==> config.mk <==
export PLATFORM = sky130hd
export DESIGN_NAME = pulse_meter_flat
export DESIGN_NICKNAME = d
export VERILOG_FILES = /design/src/rtl/pulse_meter_pkg.sv /design/src/rtl/pulse_meter_if.sv /design/src/rtl/pulse_meter_edge_sync.sv /design/src/rtl/pulse_meter.sv /design/src/flat_wrapper.sv
export SDC_FILE = /design/constraint.sdc
export NUM_CORES = 1
export LEC_CHECK = 0
export ABC_AREA = 1
export CAP_MARGIN = 20
export CORE_MARGIN = 2
export CORE_UTILIZATION = 30
export CTS_BUF_LIST = sky130_fd_sc_hd__clkbuf_4
export DETAILED_ROUTE_END_ITERATION = 10
export HOLD_SLACK_MARGIN = 0.08
export PLACE_DENSITY = 0.48
export RECOVER_POWER = 50
export SYNTH_ARGS = -nofsm -noshare
export SYNTH_HDL_FRONTEND = slang
export SYNTH_SLANG_ARGS = --single-unit
==> constraint.sdc <==
create_clock -name clock -period 2 [get_ports clock]
set_input_delay 0.3 -clock clock [delete_from_list [all_inputs] [get_ports clock]]
set_output_delay 0.3 -clock clock [all_outputs]
set_load 0.05 [all_outputs]
==> src/rtl/pulse_meter_pkg.sv <==
// -----------------------------------------------------------------------------
// pulse_meter_pkg
// Shared types and constants for the pulse_meter block and its helpers.
//   DEFAULT_WIDTH : default counter / result field width
//   MAX_WIDTH     : widest counter the saturation constant can cover
//   SAT_ONES      : all-ones saturation constant; slice [W-1:0] for a W-bit counter
//   state_t       : measurement FSM states (ARM, HIGH, LOW)
// -----------------------------------------------------------------------------
package pulse_meter_pkg;

  localparam int DEFAULT_WIDTH = 16;
  localparam int MAX_WIDTH     = 32;

  // Counters clip at all-ones. A W-bit counter uses SAT_ONES[W-1:0].
  localparam logic [MAX_WIDTH-1:0] SAT_ONES = '1;

  typedef enum logic [1:0] {
    ARM  = 2'd0,
    HIGH = 2'd1,
    LOW  = 2'd2
  } state_t;

endpackage

==> src/rtl/pulse_meter_if.sv <==
// -----------------------------------------------------------------------------
// pulse_meter_if
// Result port of pulse_meter: valid/ready handshake plus measurement fields.
//   meas_valid  : producer -> consumer, result holds an unconsumed measurement
//   meas_ready  : consumer -> producer, accepts result when both are high
//   high_time   : cycles the input was sampled 1
//   low_time    : cycles the input was sampled 0
//   period      : high_time + low_time, one bit wider so it never wraps
//   saturated   : a counter clipped during this measurement
//   overrun     : sticky, a measurement was dropped (cleared by reset only)
// Modports: master = pulse_meter side, slave = consumer side.
// -----------------------------------------------------------------------------
interface pulse_meter_if
  import pulse_meter_pkg::*;
#(
  parameter int WIDTH = DEFAULT_WIDTH
) ();

  logic             meas_valid;
  logic             meas_ready;
  logic [WIDTH-1:0] high_time;
  logic [WIDTH-1:0] low_time;
  logic [WIDTH:0]   period;
  logic             saturated;
  logic             overrun;

  modport master (
    output meas_valid,
    output high_time,
    output low_time,
    output period,
    output saturated,
    output overrun,
    input  meas_ready
  );

  modport slave (
    input  meas_valid,
    input  high_time,
    input  low_time,
    input  period,
    input  saturated,
    input  overrun,
    output meas_ready
  );

endinterface

==> src/rtl/pulse_meter_edge_sync.sv <==
// -----------------------------------------------------------------------------
// edge_sync
// Brings an asynchronous single-bit input into the clock domain and flags its
// edges. SYNC_STAGES flops form the synchronizer; one further flop holds the
// previous synchronized value for edge detection.
//   clock : sole clock, rising edge
//   reset : synchronous, active-high; clears every flop
//   d     : asynchronous input
//   q     : synchronized level
//   rise  : q is 1 this cycle and was 0 the cycle before
//   fall  : q is 0 this cycle and was 1 the cycle before
// Rise and fall come out of the same chain, so both see identical latency and
// pulse widths measured between them are exact.
// -----------------------------------------------------------------------------
module edge_sync #(
  parameter int SYNC_STAGES = 2
) (
  input  logic clock,
  input  logic reset,
  input  logic d,
  output logic q,
  output logic rise,
  output logic fall
);

  logic [SYNC_STAGES-1:0] r_sync;
  logic                   r_prev;

  always_ff @(posedge clock) begin
    if (reset) begin
      r_sync <= '0;
      r_prev <= 1'b0;
    end else begin
      r_sync <= {r_sync[SYNC_STAGES-2:0], d};
      r_prev <= r_sync[SYNC_STAGES-1];
    end
  end

  assign q    = r_sync[SYNC_STAGES-1];
  assign rise = q & ~r_prev;
  assign fall = ~q & r_prev;

endmodule

==> src/rtl/pulse_meter.sv <==
// -----------------------------------------------------------------------------
// pulse_meter
// Measures high time, low time and period (in clock cycles) of every complete
// cycle of an asynchronous pulse train and publishes them on a valid/ready
// result port.
//   clock     : sole clock, rising edge
//   reset     : synchronous, active-high
//   signal_in : pulse train under measurement, asynchronous to clock
//   meas      : pulse_meter_if.master result port (see pulse_meter_if)
// Parameters:
//   WIDTH       : counter / result field width (period is WIDTH+1), <= 32
//   SYNC_STAGES : synchronizer depth, 2 or 3
// A cycle is measured rise-to-rise. The first rise after reset only arms the
// meter, so a partial first cycle is never reported.
// -----------------------------------------------------------------------------
module pulse_meter
  import pulse_meter_pkg::*;
#(
  parameter int WIDTH       = DEFAULT_WIDTH,
  parameter int SYNC_STAGES = 2
) (
  input  logic          clock,
  input  logic          reset,
  input  logic          signal_in,
  pulse_meter_if.master meas
);

  localparam logic [WIDTH-1:0] CNT_MAX = SAT_ONES[WIDTH-1:0];

  // ---------------------------------------------------------------------------
  // Input synchronization and edge detection
  // ---------------------------------------------------------------------------
  logic w_level;
  logic w_rise;
  logic w_fall;

  edge_sync #(
    .SYNC_STAGES(SYNC_STAGES)
  ) u_edge_sync (
    .clock(clock),
    .reset(reset),
    .d    (signal_in),
    .q    (w_level),
    .rise (w_rise),
    .fall (w_fall)
  );

  // ---------------------------------------------------------------------------
  // Measurement FSM and counters
  // ---------------------------------------------------------------------------
  state_t           r_state;
  logic [WIDTH-1:0] r_hcnt;
  logic [WIDTH-1:0] r_lcnt;
  logic             r_sat;

  state_t           w_state_next;
  logic [WIDTH-1:0] w_hcnt_next;
  logic [WIDTH-1:0] w_lcnt_next;
  logic             w_sat_next;
  logic             w_publish;

  always_ff @(posedge clock) begin
    if (reset) begin
      r_state <= ARM;
      r_hcnt  <= '0;
      r_lcnt  <= '0;
      r_sat   <= 1'b0;
    end else begin
      r_state <= w_state_next;
      r_hcnt  <= w_hcnt_next;
      r_lcnt  <= w_lcnt_next;
      r_sat   <= w_sat_next;
    end
  end

  // The edge that takes a transition already counts as the first cycle of the
  // new phase (counter loads 1), so no cycle is lost or double counted.
  always_comb begin
    w_state_next = r_state;
    w_hcnt_next  = r_hcnt;
    w_lcnt_next  = r_lcnt;
    w_sat_next   = r_sat;
    w_publish    = 1'b0;

    case (r_state)
      ARM: begin
        if (w_rise) begin
          w_state_next = HIGH;
          w_hcnt_next  = {{(WIDTH-1){1'b0}}, 1'b1};
          w_lcnt_next  = '0;
          w_sat_next   = 1'b0;
        end
      end

      HIGH: begin
        if (w_fall) begin
          w_state_next = LOW;
          w_lcnt_next  = {{(WIDTH-1){1'b0}}, 1'b1};
        end else if (w_level) begin
          if (r_hcnt == CNT_MAX) begin
            w_sat_next = 1'b1;
          end else begin
            w_hcnt_next = r_hcnt + 1'b1;
          end
        end
      end

      LOW: begin
        if (w_rise) begin
          // Cycle complete: hand the current counts to the result stage and
          // start the next measurement in the same edge.
          w_publish    = 1'b1;
          w_state_next = HIGH;
          w_hcnt_next  = {{(WIDTH-1){1'b0}}, 1'b1};
          w_lcnt_next  = '0;
          w_sat_next   = 1'b0;
        end else if (!w_level) begin
          if (r_lcnt == CNT_MAX) begin
            w_sat_next = 1'b1;
          end else begin
            w_lcnt_next = r_lcnt + 1'b1;
          end
        end
      end

      default: begin
        w_state_next = ARM;
        w_hcnt_next  = '0;
        w_lcnt_next  = '0;
        w_sat_next   = 1'b0;
      end
    endcase
  end

  // ---------------------------------------------------------------------------
  // Result registers and handshake
  // ---------------------------------------------------------------------------
  logic             r_valid;
  logic [WIDTH-1:0] r_high;
  logic [WIDTH-1:0] r_low;
  logic [WIDTH:0]   r_period;
  logic             r_saturated;
  logic             r_overrun;

  logic [WIDTH:0]   w_period_sum;

  assign w_period_sum = {1'b0, r_hcnt} + {1'b0, r_lcnt};

  // A publish wins over a plain accept on the same edge: if the consumer takes
  // the old result while a new one arrives, valid simply stays high with the
  // new fields. When the old result is still pending, the new one is dropped
  // so the fields never change under a waiting consumer.
  always_ff @(posedge clock) begin
    if (reset) begin
      r_valid     <= 1'b0;
      r_high      <= '0;
      r_low       <= '0;
      r_period    <= '0;
      r_saturated <= 1'b0;
      r_overrun   <= 1'b0;
    end else if (w_publish) begin
      if (!r_valid || meas.meas_ready) begin
        r_valid     <= 1'b1;
        r_high      <= r_hcnt;
        r_low       <= r_lcnt;
        r_period    <= w_period_sum;
        r_saturated <= r_sat;
      end else begin
        r_overrun <= 1'b1;
      end
    end else if (r_valid && meas.meas_ready) begin
      r_valid <= 1'b0;
    end
  end

  assign meas.meas_valid = r_valid;
  assign meas.high_time  = r_high;
  assign meas.low_time   = r_low;
  assign meas.period     = r_period;
  assign meas.saturated  = r_saturated;
  assign meas.overrun    = r_overrun;

endmodule

==> src/flat_wrapper.sv <==
// flat-port wrapper written by rule: the top's interface ports become plain ports
module pulse_meter_flat import pulse_meter_pkg::*;
#(
  parameter int WIDTH       = DEFAULT_WIDTH,
  parameter int SYNC_STAGES = 2
)
  (clock, reset, signal_in, meas_meas_valid, meas_high_time, meas_low_time, meas_period, meas_saturated, meas_overrun, meas_meas_ready);
  pulse_meter_if #(.WIDTH(WIDTH)) meas_i ();
  input  logic clock;
  input  logic reset;
  input  logic signal_in;
  output wire logic [$bits(meas_i.meas_valid)-1:0] meas_meas_valid;
  output wire logic [$bits(meas_i.high_time)-1:0] meas_high_time;
  output wire logic [$bits(meas_i.low_time)-1:0] meas_low_time;
  output wire logic [$bits(meas_i.period)-1:0] meas_period;
  output wire logic [$bits(meas_i.saturated)-1:0] meas_saturated;
  output wire logic [$bits(meas_i.overrun)-1:0] meas_overrun;
  input wire logic [$bits(meas_i.meas_ready)-1:0] meas_meas_ready;
  assign meas_meas_valid = meas_i.meas_valid;
  assign meas_high_time = meas_i.high_time;
  assign meas_low_time = meas_i.low_time;
  assign meas_period = meas_i.period;
  assign meas_saturated = meas_i.saturated;
  assign meas_overrun = meas_i.overrun;
  assign meas_i.meas_ready = meas_meas_ready;
  pulse_meter #(.WIDTH(WIDTH), .SYNC_STAGES(SYNC_STAGES)) u_core (.clock(clock), .reset(reset), .signal_in(signal_in), .meas(meas_i));
endmodule
[Word-level counts from Yosys, hierarchy flattened]
Index checks and enable logic that the tools add are counted.
Word-level totals
  logic and storage cells: 75
  RAM bits: 0
  output and inout port bits: 52
  memory bits (read-only): 0
  memories kept: 0
  bits in latches: 0
  register bits after elaboration: 90
Operators by class
  multiply operators: 0
  magnitude comparators: 0
  muxes and demuxes: 27
  shift operators: 0
  equality and inequality tests: 15
  reductions and logical operators: 13
  divide/modulo/power cells: 0
  bitwise logic cells: 5
  $add $sub $neg: 3
Operator list (number)
  16-bit two-way mux: 9
  16-bit one-hot mux with 3 select lines: 1
  16-bit by 1-bit adder with 16-bit output, second input constant: 2
  16-bit == test, second input constant: 2
  16-bit one-hot mux with 2 select lines: 1
  16-bit by 16-bit adder with 17-bit output: 1
  1-bit two-way mux: 12
  2-bit inequality test, second input constant: 6
  2-bit AND reduction: 4
  4-bit AND reduction: 2
  3-bit inequality test, second input constant: 2
  6-bit AND reduction: 1
  2-bit two-way mux: 2
  2-bit by 1-bit inequality test with 1-bit output, second input constant: 2
  2-bit one-hot mux with 2 select lines: 1
  3-bit by 2-bit inequality test with 1-bit output, second input constant: 1
  1-bit NOT: 3
  1-bit one-hot mux with 3 select lines: 1
  1-bit AND: 2
  2-bit by 1-bit == test with 1-bit output, second input constant: 1
  2-bit == test, second input constant: 1
  2-bit logical NOT: 1
  2-bit nonzero test: 1
  2-bit OR reduction: 1
  3 further kinds: 3

[Longest topological paths before layout]
Gate-level depths: netlist (run 1).
  depth in word-level cells: 6
  mapped depth: 13
  gate-level depth less buffers: 13

[Cells and area by module]
A second synthesis (run 1) with hierarchy kept.
Unflattened totals
  cell total of the unflattened synthesis: 802
  area, all modules: 5177.5 sq um
Modules (own cells, without submodules)
  pulse_meter: times used 1, cells each 790, area each 5083.6 sq um
  edge_sync: times used 1, cells each 12, area each 93.8 sq um

[Worst setup path after synthesis (run 1)]
No wires, ideal clock.
  kind: register to register
  start point: register u_core.r_lcnt[0]
  end point: register u_core.r_period[8] (netlist: u_core.meas.period[8])
  setup slack: 0.326 ns
  period minus slack after synthesis: 1.674 ns
  buffers on the path: 0
  stages on the path, launching flop included: 12
  arrival: 1.565 ns
  setup time: 0.109 ns
  cells stage by stage: dfxtp_1 ha_1 fa_1 nand2_1 nand2_1 and2_1 nand2_1 nand2_1 xnor2_1 nand2_1 nand2_1 inv_1
On the way
  longest elaborated chain between the ends: 1
RTL lines
  from (decl): line pulse_meter.sv:53  | logic [WIDTH-1:0] r_lcnt;
  from (signal assigned): line pulse_meter.sv:71  | r_lcnt <= w_lcnt_next;
  16-bit by 16-bit adder with 17-bit output: line pulse_meter.sv:147  | assign w_period_sum = {1'b0, r_hcnt} + {1'b0, r_lcnt};
  to (signal assigned): line pulse_meter.sv:166  | r_period <= w_period_sum;
  to (decl): line pulse_meter.sv:141  | logic [WIDTH:0] r_period;
No other way between the ends.
A chain may end at the register's enable or synchronous reset.

[Worst setup path in the final report (run 1)]
  start point: register u_core.r_high[6] (netlist: u_core.meas.high_time[6])
  end point: output meas_high_time[6]
RTL lines
  from (decl): line pulse_meter.sv:139  | logic [WIDTH-1:0] r_high;
  from (signal assigned): line pulse_meter.sv:164  | r_high <= r_hcnt;
  to (decl): line flat_wrapper.sv:13  | output wire logic [$bits(meas_i.high_time)-1:0] meas_high_time;
No word-level cell between the ends.

==> results of run 1 <==
## cell usage after synthesis, types with 3 or more instances
master	number	share of area, %
nand2_1	190	14
nor2_1	113	8.2
inv_1	110	8.0
dfxtp_1	90	35
o21ai_0	61	5.9
a21oi_1	58	5.6
nand3_1	53	5.2
ha_1	22	5.3
nor3_1	14	1.4
buf_2	8	0.78
nand2_2	7	0.85
o21ai_1	7	0.68
nand4_1	6	0.73
inv_2	5	0.36
nor2_2	5	0.61
or2_2	5	0.61
buf_4	4	0.58
clkbuf_1	4	0.29
xnor2_1	4	0.68
a21oi_2	3	0.51
buf_1	3	0.22
buf_6	3	0.66
## cell type report
type,instances,area (sq um),area share (%)
inverters,117,439,7.36
repair buffers,82,559,9.37
clock buffers,11,82.6,1.38
diodes,1,2.50,0.0419
multi-input cells,565,2770,46.5
clock inverters,5,31.3,0.524
well taps,220,275,4.61
flip-flops and latches,90,1800,30.2
## report_power, final
part	internal, uW	switching, uW
combinational	621	1360
clock	281	677
sequential	1900	74.3
total	2800	2110
## kinds of logic after synthesis
family | synth area share [%]
adders and majority gates | 5.74
buffers and inverters | 11.1
xor gates and xnor gates | 0.851
AOI/OAI and AO/OA | 13.3
DFF | 35.0
and+or+nand+nor | 34.0
## state kept, by name (all words and copies together) (netlist names)
name and cells:
u_core.meas.high_time 16, u_core.meas.low_time 16, u_core.meas.meas_valid 1, u_core.meas.overrun 1, u_core.meas.period 17, u_core.meas.saturated 1, u_core.r_hcnt 16, u_core.r_lcnt 16
u_core.r_sat 1, u_core.r_state 2, u_core.u_edge_sync.r_prev 1, u_core.u_edge_sync.r_sync 2
## worst min path at each step
| stage | slack [ns] | endpoint | cells after the start |
|---|---|---|---|
| final | 0.34 | u_core.u_edge_sync.r_sync[0] | 3 |
| after global routing | 0.36 | u_core.u_edge_sync.r_sync[0] | 3 |
| after CTS | 0.32 | u_core.u_edge_sync.r_sync[0] | 3 |
| after detailed placement | 0.40 | u_core.u_edge_sync.r_sync[1] | 2 |
| after global placement | 0.39 | u_core.u_edge_sync.r_sync[1] | 2 |
| after floorplan | 0.39 | u_core.u_edge_sync.r_sync[1] | 2 |
## routing by layer
metal | GRT usage [%] | up-vias
met2 | 26.0 | 87
met3 | 2.70 | 17
met5 | 0 | -
met1 | 24.1 | 2214
met4 | 4.80 | 0
li1 | - | 2664
## repair_timing
item                       4_1_cts  5_1_grt
hold endpoints to repair         0        0
resized for setup                2       34
setup endpoints to repair        2       35
buffers inserted                 0        0
## through the flow
| stage | area, sq um | hold WS, ns | setup slack [ns] | instances |
|---|---|---|---|---|
| after global routing | 5960 | 0.356 | 0.00216 | 1090 |
| final | 5970 | 0.345 | 0.0568 | 1091 |
| after CTS | 6200 | 0.323 | 0.00154 | 1090 |
| after global placement | 6080 | 0.390 | 0.191 | 1074 |
| after floorplan | 5150 | 0.388 | 0.326 | 794 |
| after detailed placement | 6080 | 0.396 | 0.152 | 1074 |
==> metrics.txt, run 1 <==
status=complete, no violations; CTS Hold Bufs=0; grt total ovfl=0; Slew headroom=around 56%; final net count=892; Crit Path Max Fanout=2; row count=47; fill cell count=1909; final period utilization=97.2%; largest net degree at the start of global routing=42; crit path to=meas_high_time[6]; final core occ=35.7%; vias per cell=about 4.6; Num CTS Buffers=9; initial antenna violation count=0; Synth Warn #=0; first-pass GRT wire length=~24 mm; minimum clock period=1.94 ns; critical path data required time=roughly 1.7 ns; Tot GR Track Use=16.8%; Hold Violations, Final=0; # DRC=0; hold path start=signal_in; vias in the first global route=about 4700; crit end category=output port; Worst path depth=1; Synth-to-Final Area Change=15.9%; critical path buffer and inverter count=1; worst r2r dst=u_core.meas.period[12]; RSZ-0062 raised after global routing=no; setup TNS=0 ns; final slew viol count=0; crit start category=flop; WP data arrival=approximately 1.6 ns; Syn Area/Cell=between 6 and 7 sq um; fmax=0.515 GHz; Top Ports=56; Avg WL per Cell=13.3 um; Hold Path Class=in -> reg; WL met3=582 um; Static Leak=0.00265 uW; root buffer cell=clkbuf_4; post-synthesis sequential area ratio=roughly a third; WL final=14.5 mm; CTS Buffer Depth=2; Starting Density=between 30% and 40%; Mapped Area=5150 sq um; core area=approximately 17000 sq um; clock skew=0.0176 ns; ratio of cells with drive above 1 in the final layout=8.39%; number of I/O port buffers=55; CP max stage cell=clkdlybuf4s50_1; CP delay by family, top=buffers and inverters; Worst VDD drop=0.449 mV; Die Area=18200 sq um; CTS tree=built; Final ANT Viol Nets=0; syn nets=821; top routing layer in use=met4; commonest non-fill, non-tap cells in the layout=nand2_1, nor2_1, inv_1; Primary FF master, synth=dfxtp_1; Die W=135 um; EDFF count, synth=0; height of the die=135 um; worst reg2reg startpoint=u_core.r_hcnt[0]; critical-path cell list=clkdlybuf4s50_1; post-synthesis instance total=roughly 790; Yosys reg bits=90; wire length on met2=6.09 mm; r2r setup slk=0.16 ns; Post-Route M1 WL=7.67 mm; via count=4982; later-pin clock latency in the skew report=approximately 0.48 ns; CP startpoint=u_core.meas.high_time[6]; CTS H-tree lvls=3; Pwr Total=4910 uW; commonest non-fill, non-tap cell in the layout=nand2_1; max-cap violations=0; clk slew on worst S/H paths=0.15 ns; Pwr per Cell Area=between 800 and 900 nW/um^2; Setup violations, final=0; total clock sinks=90; DRT Pass-1 Iters=5; gp weighted congestion=0.866; Yosys cell types=37; Iter 0 DRT Violations=346; r2r worst-path depth=11; slew of the pin with the lowest slew margin=0.665 ns; CP peak stage delay=approximately 0.81 ns; Post-synth ARST share=0%; DPL Wire Length=11.1 mm; critical path start-end classification=reg -> out
(Power assumes the default switching activity.)
==> run 2, diff against run 1 <==
CORE_ASPECT_RATIO = 1.5   (was unset)
==> metrics.txt, run 2 (same netlist as run 1, synthesis figures left out) <==
clock skew=0.0154 ns (-0.00217 ns); commonest non-fill, non-tap cell in the layout=nand2_1; core area=16800 sq um (+0.37%); placed standard-cell area=6040 sq um (-0.66%); later-pin clock latency in the skew report=0.45 ns (-0.03 ns); CTS tree=built; Avg WL per Cell=13.8 um (+3.7%); final period utilization=96.4% (-0.75 points); via count=4982 (unchanged); Largest register FFs=17 (unchanged); fill cell count=1835 (-3.9%); CTS H-tree lvls=3 (unchanged); Starting Density=30.7% (-0.12 points); critical path start-end classification=reg -> out; Final ANT Viol Nets=0 (unchanged); max-cap violations=0 (unchanged); fmax=0.519 GHz (+0.78%); first-pass GRT wire length=24.5 mm (+1.1%); design area=6210 sq um (+4.1%); Setup violations, final=0 (unchanged); total clock sinks=90 (unchanged); height of the die=164 um (+22%); Crit Path Max Fanout=2 (unchanged); Die Area=18200 sq um (+0.12%); Hold Path Cell Cnt=3 (unchanged); Worst path depth=1 (unchanged); final hold slack=0.340 ns (-0.00506 ns); WP data arrival=1.63 ns (about the same); RSZ-0062 raised after global routing=no; gp weighted congestion=0.876 (+1.1%); DRT Pass-1 Iters=4 (-1); ratio of cells with drive above 1 in the final layout=9.31% (+0.92 points); setup TNS=0 ns (unchanged); # DRC=0 (unchanged); crit end category=output port; Hold Path Class=in -> reg; Synth-to-Final Area Change=20.7%; r2r worst-path depth=8 (-3); post-route setup slack=0.0718 ns (+0.0150 ns); CTS Hold Bufs=0 (unchanged); grt total ovfl=0 (unchanged); root buffer cell=clkbuf_4; vias per cell=4.61 (+0.93%); initial antenna violation count=1 (+1); CP delay by family, top=buffers and inverters; Num CTS Buffers=9 (unchanged); critical path data required time=1.70 ns (about the same); CP peak stage delay=0.81 ns (about the same); final net count=894 (+0.22%); Slew headroom=54.7% (-0.98 points); Hold Violations, Final=0 (unchanged); critical path buffer and inverter count=1 (unchanged); Worst VDD drop=0.415 mV (-7.5%); clk slew on worst S/H paths=0.14 ns (about the same); minimum clock period=1.93 ns (-0.0150 ns); critical-path cell list=clkdlybuf4s50_1; Static Leak=0.00273 uW (+2.8%); number of I/O port buffers=55 (unchanged); WL final=15.0 mm (+2.8%); DPL Wire Length=11.5 mm (+4.1%); status=complete, no violations; final slew viol count=0 (unchanged); CTS Buffer Depth=2 (unchanged); crit start category=flop; Iter 0 DRT Violations=214 (-38%); slew of the pin with the lowest slew margin=0.680 ns (+0.0147 ns); Tot GR Track Use=16.8% (+0.024 points); Die W=111 um (-18%); commonest non-fill, non-tap cells in the layout=nand2_1, nor2_1, inv_1; row count=58 (+23%); Top Ports=56 (unchanged); setup slack after placement=0.0876 ns (-0.0644 ns); Pwr per Cell Area=816 nW/um^2 (-0.76%); vias in the first global route=4849 (+2.9%); CP max stage cell=clkdlybuf4s50_1; largest net degree at the start of global routing=39 (-7.1%)
-- run 2: metal layers --
layer,global-route usage [%],vias up,share of wire (%)
met4,6.53,0,2.1
met5,0,-,0
li1,-,2662,-
met1,20.1,2213,45
met3,2.28,18,2.8
met2,30.5,89,50
-- run 2: repair_timing --
item | 4_1_cts | 5_1_grt
setup buffers | 0 | 3
setup endpoints to repair | 0 | 34
gates resized for setup | 0 | 11
endpoints found under the hold margin | 0 | 0
-- run 2: final timing paths --
| path | startpoint | slack (ns) | to |
|---|---|---|---|
| setup reg to reg | u_core.r_state[1] | 0.11 | u_core.r_lcnt[5] |
| setup / recovery | u_core.meas.period[16] | 0.07 | meas_period[16] |
| hold / removal | signal_in | 0.34 | u_core.u_edge_sync.r_sync[0] |
| hold reg to reg | u_core.u_edge_sync.r_sync[0] | 0.41 | u_core.u_edge_sync.r_sync[1] |
-- run 2: power breakdown --
group	switching (uW)	internal [uW]
clock	631	396
sequential	73.2	1900
combinational	1420	648
-- run 2: layout make-up --
| cell class | instances | area (sq um) | area share [%] |
|---|---|---|---|
| Clock inverter | 3 | 42.5 | 0.685 |
| Timing Repair Buffer | 83 | 772 | 12.4 |
| Inverter | 117 | 442 | 7.11 |
| Tap cell | 210 | 263 | 4.23 |
| Clock buffer | 11 | 82.6 | 1.33 |
| Multi-Input combinational cell | 566 | 2800 | 45.1 |
| Antenna cell | 1 | 2.50 | 0.0403 |
| Sequential cell | 90 | 1810 | 29.1 |
-- run 2: stage by stage --
step	util [%]	instances	power, uW
6_report	37.1	1081	5070
4_1_cts	36.8	1076	4950
3_5_place_dp	36.1	1062	3900
2_1_floorplan	-	794	3400
5_1_grt	37.1	1081	5420
3_3_place_gp	36.1	1062	3900
